[src/rtl/systemizer_seq_if.sv]
// Host, systemizer and matrix-RAM signals of the systemizer sequencer.
// slave is the sequencer's view; master is the surrounding host/systemizer/RAM side.
interface systemizer_seq_if #(
    parameter int AW = 6,
    parameter int DW = 4
);
    logic          host_wr_en;
    logic [DW-1:0] host_wr_data;
    logic          host_rd_en;
    logic [DW-1:0] host_rd_data;
    logic          host_rd_valid;
    logic          cmd_run;
    logic          cmd_clear;
    logic [1:0]    op_left;
    logic [1:0]    op_right;
    logic          busy;
    logic          loaded;
    logic          status_success;
    logic          status_fail;
    logic          status_timeout;
    logic          err_access;
    logic          done_pulse;
    logic          sys_start;
    logic [1:0]    sys_gen_left_op;
    logic [1:0]    sys_gen_right_op;
    logic          sys_done;
    logic          sys_success;
    logic          sys_fail;
    logic          sys_rd_en;
    logic [AW-1:0] sys_rd_addr;
    logic [DW-1:0] sys_rd_data;
    logic          sys_wr_en;
    logic [AW-1:0] sys_wr_addr;
    logic [DW-1:0] sys_wr_data;
    logic          mem_rd_en;
    logic [AW-1:0] mem_rd_addr;
    logic [DW-1:0] mem_rd_data;
    logic          mem_wr_en;
    logic [AW-1:0] mem_wr_addr;
    logic [DW-1:0] mem_wr_data;

    modport slave (
        input  host_wr_en, host_wr_data, host_rd_en, cmd_run, cmd_clear, op_left, op_right,
        output host_rd_data, host_rd_valid, busy, loaded,
        output status_success, status_fail, status_timeout, err_access, done_pulse,
        output sys_start, sys_gen_left_op, sys_gen_right_op,
        input  sys_done, sys_success, sys_fail,
        input  sys_rd_en, sys_rd_addr, sys_wr_en, sys_wr_addr, sys_wr_data,
        output sys_rd_data,
        output mem_rd_en, mem_rd_addr, mem_wr_en, mem_wr_addr, mem_wr_data,
        input  mem_rd_data
    );

    modport master (
        output host_wr_en, host_wr_data, host_rd_en, cmd_run, cmd_clear, op_left, op_right,
        input  host_rd_data, host_rd_valid, busy, loaded,
        input  status_success, status_fail, status_timeout, err_access, done_pulse,
        input  sys_start, sys_gen_left_op, sys_gen_right_op,
        output sys_done, sys_success, sys_fail,
        output sys_rd_en, sys_rd_addr, sys_wr_en, sys_wr_addr, sys_wr_data,
        input  sys_rd_data,
        input  mem_rd_en, mem_rd_addr, mem_wr_en, mem_wr_addr, mem_wr_data,
        output mem_rd_data
    );
endinterface

[src/rtl/systemizer_seq.sv]
// Sequencer and matrix-RAM port arbiter for the systemizer core.
// Optional watchdog on the RUN phase is enabled with the SYS_WATCHDOG_EN macro.
module systemizer_seq #(
    parameter int DEPTH       = 40,
    parameter int AW          = 6,
    parameter int DW          = 4,
    parameter int TIMEOUT_CYC = 4096
) (
    input logic             clk,
    input logic             rst,
    systemizer_seq_if.slave bus
);
    typedef enum logic [2:0] {
        S_IDLE,
        S_LOAD,
        S_READY,
        S_RUN,
        S_READOUT,
        S_FAIL
    } state_t;

    localparam logic [AW-1:0] LAST = AW'(DEPTH - 1);

    state_t        state, state_n;
    logic [AW-1:0] ptr, ptr_n;
    logic [1:0]    left_q, right_q;
    logic          st_success, st_fail, err_q, done_q, start_q, valid_q;
    logic          host_wr_ok, host_rd_ok, launch, run_ok, run_fail, err_set, clear;
    logic          wd_expired;

    always_ff @(posedge clk or posedge rst) begin
        if (rst) begin
            state      <= S_IDLE;
            ptr        <= '0;
            left_q     <= '0;
            right_q    <= '0;
            st_success <= 1'b0;
            st_fail    <= 1'b0;
            err_q      <= 1'b0;
            done_q     <= 1'b0;
            start_q    <= 1'b0;
            valid_q    <= 1'b0;
        end else begin
            state   <= state_n;
            ptr     <= ptr_n;
            start_q <= launch;
            valid_q <= host_rd_ok;
            done_q  <= host_rd_ok && (ptr == LAST);
            if (launch) begin
                left_q     <= bus.op_left;
                right_q    <= bus.op_right;
                st_success <= 1'b0;
                st_fail    <= 1'b0;
            end
            if (run_ok)
                st_success <= 1'b1;
            if (run_fail)
                st_fail <= 1'b1;
            if (clear)
                err_q <= 1'b0;
            else if (err_set)
                err_q <= 1'b1;
        end
    end

    // cmd_clear outranks any host access in the same cycle outside RUN.
    always_comb begin
        state_n    = state;
        ptr_n      = ptr;
        host_wr_ok = 1'b0;
        host_rd_ok = 1'b0;
        launch     = 1'b0;
        run_ok     = 1'b0;
        run_fail   = 1'b0;
        err_set    = 1'b0;
        clear      = 1'b0;
        case (state)
            S_IDLE, S_LOAD: begin
                if (bus.cmd_clear) begin
                    clear   = 1'b1;
                    state_n = S_IDLE;
                    ptr_n   = '0;
                end else begin
                    if (bus.host_wr_en) begin
                        host_wr_ok = 1'b1;
                        if (ptr == LAST) begin
                            state_n = S_READY;
                            ptr_n   = '0;
                        end else begin
                            state_n = S_LOAD;
                            ptr_n   = ptr + AW'(1);
                        end
                    end
                    if (bus.host_rd_en || bus.cmd_run)
                        err_set = 1'b1;
                end
            end
            S_READY: begin
                if (bus.cmd_clear) begin
                    clear   = 1'b1;
                    state_n = S_IDLE;
                    ptr_n   = '0;
                end else begin
                    if (bus.cmd_run) begin
                        launch  = 1'b1;
                        state_n = S_RUN;
                    end
                    if (bus.host_wr_en || bus.host_rd_en)
                        err_set = 1'b1;
                end
            end
            S_RUN: begin
                if (bus.host_wr_en || bus.host_rd_en)
                    err_set = 1'b1;
                if (bus.sys_done) begin
                    if (bus.sys_success && !bus.sys_fail) begin
                        run_ok  = 1'b1;
                        ptr_n   = '0;
                        state_n = S_READOUT;
                    end else begin
                        run_fail = 1'b1;
                        state_n  = S_FAIL;
                    end
                end else if (wd_expired) begin
                    run_fail = 1'b1;
                    state_n  = S_FAIL;
                end
            end
            S_READOUT: begin
                if (bus.cmd_clear) begin
                    clear   = 1'b1;
                    state_n = S_IDLE;
                    ptr_n   = '0;
                end else begin
                    if (bus.host_rd_en) begin
                        host_rd_ok = 1'b1;
                        if (ptr == LAST) begin
                            state_n = S_IDLE;
                            ptr_n   = '0;
                        end else begin
                            ptr_n = ptr + AW'(1);
                        end
                    end
                    if (bus.host_wr_en || bus.cmd_run)
                        err_set = 1'b1;
                end
            end
            S_FAIL: begin
                if (bus.cmd_clear) begin
                    clear   = 1'b1;
                    state_n = S_IDLE;
                    ptr_n   = '0;
                end else if (bus.host_wr_en || bus.host_rd_en || bus.cmd_run) begin
                    err_set = 1'b1;
                end
            end
            default: begin
                state_n = S_IDLE;
                ptr_n   = '0;
            end
        endcase
    end

    // The systemizer owns both RAM ports for the whole run; otherwise only legal host accesses reach them.
    always_comb begin
        bus.mem_wr_en   = 1'b0;
        bus.mem_wr_addr = '0;
        bus.mem_wr_data = '0;
        bus.mem_rd_en   = 1'b0;
        bus.mem_rd_addr = '0;
        bus.sys_rd_data = '0;
        if (state == S_RUN) begin
            bus.mem_wr_en   = bus.sys_wr_en;
            bus.mem_wr_addr = bus.sys_wr_addr;
            bus.mem_wr_data = bus.sys_wr_data;
            bus.mem_rd_en   = bus.sys_rd_en;
            bus.mem_rd_addr = bus.sys_rd_addr;
            bus.sys_rd_data = bus.mem_rd_data;
        end else begin
            if (host_wr_ok) begin
                bus.mem_wr_en   = 1'b1;
                bus.mem_wr_addr = ptr;
                bus.mem_wr_data = bus.host_wr_data;
            end
            if (host_rd_ok) begin
                bus.mem_rd_en   = 1'b1;
                bus.mem_rd_addr = ptr;
            end
        end
    end

`ifdef SYS_WATCHDOG_EN
    logic [12:0] wd_cnt;
    logic        st_timeout;

    always_ff @(posedge clk or posedge rst) begin
        if (rst) begin
            wd_cnt     <= '0;
            st_timeout <= 1'b0;
        end else begin
            if (launch) begin
                wd_cnt     <= '0;
                st_timeout <= 1'b0;
            end else if (state == S_RUN) begin
                wd_cnt <= wd_cnt + 13'd1;
            end
            if (wd_expired && !bus.sys_done)
                st_timeout <= 1'b1;
        end
    end

    assign wd_expired         = (state == S_RUN) && (wd_cnt == 13'(TIMEOUT_CYC - 1));
    assign bus.status_timeout = st_timeout;
`else
    assign wd_expired         = 1'b0;
    assign bus.status_timeout = 1'b0;
`endif

    assign bus.host_rd_data     = valid_q ? bus.mem_rd_data : '0;
    assign bus.host_rd_valid    = valid_q;
    assign bus.done_pulse       = done_q;
    assign bus.sys_start        = start_q;
    assign bus.sys_gen_left_op  = left_q;
    assign bus.sys_gen_right_op = right_q;
    assign bus.busy             = (state == S_RUN);
    assign bus.loaded           = (state == S_READY);
    assign bus.status_success   = st_success;
    assign bus.status_fail      = st_fail;
    assign bus.err_access       = err_q;
endmodule

[src/flat_wrapper.sv]
// flat-port wrapper written by rule: the top's interface ports become plain ports
module systemizer_seq_flat 
#(
    parameter int DEPTH       = 40,
    parameter int AW          = 6,
    parameter int DW          = 4,
    parameter int TIMEOUT_CYC = 4096
)
  (clk, rst, bus_host_wr_en, bus_host_wr_data, bus_host_rd_en, bus_cmd_run, bus_cmd_clear, bus_op_left, bus_op_right, bus_host_rd_data, bus_host_rd_valid, bus_busy, bus_loaded, bus_status_success, bus_status_fail, bus_status_timeout, bus_err_access, bus_done_pulse, bus_sys_start, bus_sys_gen_left_op, bus_sys_gen_right_op, bus_sys_done, bus_sys_success, bus_sys_fail, bus_sys_rd_en, bus_sys_rd_addr, bus_sys_wr_en, bus_sys_wr_addr, bus_sys_wr_data, bus_sys_rd_data, bus_mem_rd_en, bus_mem_rd_addr, bus_mem_wr_en, bus_mem_wr_addr, bus_mem_wr_data, bus_mem_rd_data);
  systemizer_seq_if #(.AW(AW), .DW(DW)) bus_i ();
  input logic clk;
  input logic rst;
  input wire logic [$bits(bus_i.host_wr_en)-1:0] bus_host_wr_en;
  input wire logic [$bits(bus_i.host_wr_data)-1:0] bus_host_wr_data;
  input wire logic [$bits(bus_i.host_rd_en)-1:0] bus_host_rd_en;
  input wire logic [$bits(bus_i.cmd_run)-1:0] bus_cmd_run;
  input wire logic [$bits(bus_i.cmd_clear)-1:0] bus_cmd_clear;
  input wire logic [$bits(bus_i.op_left)-1:0] bus_op_left;
  input wire logic [$bits(bus_i.op_right)-1:0] bus_op_right;
  output wire logic [$bits(bus_i.host_rd_data)-1:0] bus_host_rd_data;
  output wire logic [$bits(bus_i.host_rd_valid)-1:0] bus_host_rd_valid;
  output wire logic [$bits(bus_i.busy)-1:0] bus_busy;
  output wire logic [$bits(bus_i.loaded)-1:0] bus_loaded;
  output wire logic [$bits(bus_i.status_success)-1:0] bus_status_success;
  output wire logic [$bits(bus_i.status_fail)-1:0] bus_status_fail;
  output wire logic [$bits(bus_i.status_timeout)-1:0] bus_status_timeout;
  output wire logic [$bits(bus_i.err_access)-1:0] bus_err_access;
  output wire logic [$bits(bus_i.done_pulse)-1:0] bus_done_pulse;
  output wire logic [$bits(bus_i.sys_start)-1:0] bus_sys_start;
  output wire logic [$bits(bus_i.sys_gen_left_op)-1:0] bus_sys_gen_left_op;
  output wire logic [$bits(bus_i.sys_gen_right_op)-1:0] bus_sys_gen_right_op;
  input wire logic [$bits(bus_i.sys_done)-1:0] bus_sys_done;
  input wire logic [$bits(bus_i.sys_success)-1:0] bus_sys_success;
  input wire logic [$bits(bus_i.sys_fail)-1:0] bus_sys_fail;
  input wire logic [$bits(bus_i.sys_rd_en)-1:0] bus_sys_rd_en;
  input wire logic [$bits(bus_i.sys_rd_addr)-1:0] bus_sys_rd_addr;
  input wire logic [$bits(bus_i.sys_wr_en)-1:0] bus_sys_wr_en;
  input wire logic [$bits(bus_i.sys_wr_addr)-1:0] bus_sys_wr_addr;
  input wire logic [$bits(bus_i.sys_wr_data)-1:0] bus_sys_wr_data;
  output wire logic [$bits(bus_i.sys_rd_data)-1:0] bus_sys_rd_data;
  output wire logic [$bits(bus_i.mem_rd_en)-1:0] bus_mem_rd_en;
  output wire logic [$bits(bus_i.mem_rd_addr)-1:0] bus_mem_rd_addr;
  output wire logic [$bits(bus_i.mem_wr_en)-1:0] bus_mem_wr_en;
  output wire logic [$bits(bus_i.mem_wr_addr)-1:0] bus_mem_wr_addr;
  output wire logic [$bits(bus_i.mem_wr_data)-1:0] bus_mem_wr_data;
  input wire logic [$bits(bus_i.mem_rd_data)-1:0] bus_mem_rd_data;
  assign bus_i.host_wr_en = bus_host_wr_en;
  assign bus_i.host_wr_data = bus_host_wr_data;
  assign bus_i.host_rd_en = bus_host_rd_en;
  assign bus_i.cmd_run = bus_cmd_run;
  assign bus_i.cmd_clear = bus_cmd_clear;
  assign bus_i.op_left = bus_op_left;
  assign bus_i.op_right = bus_op_right;
  assign bus_host_rd_data = bus_i.host_rd_data;
  assign bus_host_rd_valid = bus_i.host_rd_valid;
  assign bus_busy = bus_i.busy;
  assign bus_loaded = bus_i.loaded;
  assign bus_status_success = bus_i.status_success;
  assign bus_status_fail = bus_i.status_fail;
  assign bus_status_timeout = bus_i.status_timeout;
  assign bus_err_access = bus_i.err_access;
  assign bus_done_pulse = bus_i.done_pulse;
  assign bus_sys_start = bus_i.sys_start;
  assign bus_sys_gen_left_op = bus_i.sys_gen_left_op;
  assign bus_sys_gen_right_op = bus_i.sys_gen_right_op;
  assign bus_i.sys_done = bus_sys_done;
  assign bus_i.sys_success = bus_sys_success;
  assign bus_i.sys_fail = bus_sys_fail;
  assign bus_i.sys_rd_en = bus_sys_rd_en;
  assign bus_i.sys_rd_addr = bus_sys_rd_addr;
  assign bus_i.sys_wr_en = bus_sys_wr_en;
  assign bus_i.sys_wr_addr = bus_sys_wr_addr;
  assign bus_i.sys_wr_data = bus_sys_wr_data;
  assign bus_sys_rd_data = bus_i.sys_rd_data;
  assign bus_mem_rd_en = bus_i.mem_rd_en;
  assign bus_mem_rd_addr = bus_i.mem_rd_addr;
  assign bus_mem_wr_en = bus_i.mem_wr_en;
  assign bus_mem_wr_addr = bus_i.mem_wr_addr;
  assign bus_mem_wr_data = bus_i.mem_wr_data;
  assign bus_i.mem_rd_data = bus_mem_rd_data;
  systemizer_seq #(.DEPTH(DEPTH), .AW(AW), .DW(DW), .TIMEOUT_CYC(TIMEOUT_CYC)) u_core (.clk(clk), .rst(rst), .bus(bus_i));
endmodule
[config.mk]
export PLATFORM = sky130hd
export DESIGN_NAME = systemizer_seq_flat
export DESIGN_NICKNAME = d
export VERILOG_FILES = /design/src/rtl/systemizer_seq_if.sv /design/src/rtl/systemizer_seq.sv /design/src/flat_wrapper.sv
export SDC_FILE = /design/constraint.sdc
export NUM_CORES = 1
export LEC_CHECK = 0
export BUFFER_PORTS_ARGS = -buffer_cell sky130_fd_sc_hd__buf_2
export CAP_MARGIN = 25
export CORE_AREA = 10 10 78 80
export DETAILED_ROUTE_END_ITERATION = 7
export DIE_AREA = 0 0 88 90
export PLACE_DENSITY_LB_ADDON = 0.1
export SETUP_SLACK_MARGIN = 0.05
export SLEW_MARGIN = 10
export SYNTH_ARGS = -nofsm -noshare
export SYNTH_HDL_FRONTEND = slang
export SYNTH_SLANG_ARGS = --single-unit
[constraint.sdc]
create_clock -name clk -period 3.7 [get_ports clk]
set_input_delay 0.74 -clock clk [delete_from_list [all_inputs] [get_ports clk]]
set_output_delay 0.74 -clock clk [all_outputs]
set_load 0.01 [all_outputs]
==> impl_metrics.toml <==
[floorplan]
core_area_um2 = 4598
fp.dieArea_um2 = 7920
die_w_um = 88
die_y_um = 90
rows = 25
initial_core_util_pct = 29.25
top_level_ports = 78

[worst_setup_path]
cp_cell_sequence = "nand2b_1 -> nor2_2 -> a22o_1 -> buf_2"
critical_path_arrival_ns = 2.26
reg2reg_to = "u_core.bus.status_fail"
criticalPathCategory = "register to output pin"
cp_data_required_time_ns = 2.96
worst_setup_path_end_kind = "output pin"
cp_max_fo = 25
crit_path_top_delay_cell = "nor2_2"
worst-r2r-cell-count = 4
timing.rr.start = "u_core.state[1]"
start_kind = "register"
cp_slowest_stage_delay_ns = 0.76
reg2reg_setup_slack_ns = 1.67

[timing]
finalCritPeriodShare_pct = 81.09
rsz0062_at_grt = "no"
tns_ns = 0
fin_crit_ns = 3.000
fmax_mhz = 333.3
setup_viol = 0
whs_ns = 0.4936
worstMarginPinSlew_ns = 0.9213
finClkSkew_ns = 0.005462
slew_viol_final = 0
hold_viol_final = 0
timing.final.ws_setup_ns = 0.6998
relSlewSlack_pct = 38.51

[status]
status = "complete, no violations"

[min_path]
hold_depth = 1
min_path_type = "register to register"
whs_endpoint = "u_core.bus.status_fail"
hold_path_startpoint = "u_core.bus.status_fail"

[clocking]
tritoncts = "yes"
hold_buffers = 0
insertion_delay_ns = 0.26
cts_resized = 0
clk_path_buf_depth = 2
postCtsSetupRepairBufs = 0
numCtsBuffers = 3
path_clk_slew_ns = 0.07
htree_levels = 1
clock_sinks = 19
cts_root_buffer = "clkbuf_8"

[layout]
final_cell_mix = "buf_2, dfrtp_1, a22o_1"
instances_no_fill = 263
multi_input_area_um2 = 774.5
final_layout_size_suffix_gt1_share_pct = 44.98
regArea_um2 = 475.5
fill_cells = 482
fin_area_um2 = 1773
syn_to_final_growth_pct = 31.81
fin_nets = 250
layout_commonest_cell = "buf_2"
antenna_cells = 0

[global_routing]
antenna_found_initial = 0
grtUsageTotal_pct = 10.52
grt_max_degree = 26
grt_pass1_vias = 1337
grt-ovfl-total = 0
grt_pass1_wl_mm = 6.817

[drt]
routedWlPerCell_um = 16.60
drc_errors = 0
first_pass_iters = 4
drt-total-wl_mm = 4.366
ant_nets = 0
viasPerCell = 5.038
vias = 1325
drtIter0Drc = 49

[yosys]
synthArstFlopShare_pct = 100.0
yosysSeqAreaShare_pct = 35.35
yosys_warnings = 0
postSynthAreaPerCell_um2 = 9.677
synthFlopType = "dfrtp_1"
synthCells = 139
ys_ff_latch = 19
netlist_area_um2 = 1345
syn-num-nets = 179
ys_types = 46
synth_edf_count = 0

[placement]
placed_area_um2 = 1728
hpwl_mm = 3.565
gp_congestion = 0.8561
dpl_worst_slack_ns = 0.9839
dp_cells = 259
io_buffers = 76

[power]
p_leak_nw = 0.9534
power.density_nw_per_um2 = 263.5
ir_worst_vdd_mv = 0.1940

[flow_run]
maxCapViolations = 0
final cells by class:
type                            count  area share, %
Multi-Input combinational cell    103          43.68
Tap cell                           54          3.811
Inverter                            6          1.270
Timing Repair Buffer               77          21.88
Sequential cell                    19          26.82
Clock buffer                        4          2.541
worst max-delay path, delay by kind of cell (launching register included):
kind            cells  cell delay [ns]
flops               1             0.57
simple gates        2             1.03
buf+inv             1             0.13
compound gates      1             0.26
through the flow:
stage	power (mW)	utilization, %
detailed placement	0.3263	37.58
global placement	0.3236	37.58
floorplan	0.2843	-
global route	0.4969	38.56
CTS	0.4757	38.56
finish	0.4672	38.56
cell families (layout without fill, tap and decap cells):
logic type,Yosys count,count (layout),share of synthesized area [%]
adders and majority gates,1,1,0.9301
AOI/OAI and AO/OA,50,50,30.70
DFF,19,19,35.35
and+or+nand+nor,47,47,22.32
other,1,1,0.2788
muxes,4,4,3.349
buffers and inverters,17,87,7.070
how the worst max path moves through the flow:
| stage | to | start | depth (start not counted) |
|---|---|---|---|
| finish | bus_mem_rd_addr[4] | u_core.state[1] | 4 |
| global route | bus_mem_rd_addr[4] | u_core.state[2] | 4 |
| CTS | bus_mem_rd_addr[4] | u_core.state[2] | 4 |
| detailed placement | bus_mem_rd_addr[4] | bus_cmd_clear | 5 |
| global placement | bus_mem_rd_addr[5] | bus_cmd_clear | 5 |
| floorplan | bus_mem_rd_addr[0] | bus_cmd_clear | 4 |
state kept, by name, indices dropped and copies added (netlist names):
name                         cells
u_core.bus.sys_start             1
u_core.bus.sys_gen_left_op       2
u_core.bus.status_fail           1
u_core.bus.sys_gen_right_op      2
u_core.state                     3
u_core.bus.err_access            1
u_core.bus.status_success        1
u_core.ptr                       6
u_core.bus.done_pulse            1
u_core.bus.host_rd_valid         1
synthesized netlist by cell type (3+ instances only):
| library cell | instances | area (um2) |
|---|---|---|
| o21ai_0 | 6 | 30.03 |
| mux2_2 | 4 | 45.04 |
| buf_4 | 3 | 22.52 |
| o31ai_1 | 3 | 22.52 |
| inv_1 | 6 | 22.52 |
| a22o_1 | 16 | 140.1 |
| dfrtp_1 | 19 | 475.5 |
| nand2b_1 | 4 | 25.02 |
| nand3_1 | 3 | 15.01 |
| nand2_1 | 6 | 22.52 |
| a211oi_1 | 6 | 45.04 |
| and2_1 | 8 | 50.05 |
| nor2b_1 | 4 | 25.02 |
| a21o_1 | 3 | 22.52 |
| nor2_1 | 6 | 22.52 |
| buf_2 | 4 | 20.02 |
where the power goes:
part           total (mW)  internal, mW  switching, mW
registers           0.234         0.218         0.0154
clock network       0.146        0.0765         0.0697
logic              0.0871        0.0421         0.0450
total               0.467         0.337          0.130
per-layer routing:
metal / share of wire (%) / track usage [%]
met2: 54 / 19.17
met3: 7.7 / 3.610
met1: 37 / 11.20
met5: 0 / 0
met4: 0.92 / 1.995
Power figures use the tool's default switching activity.
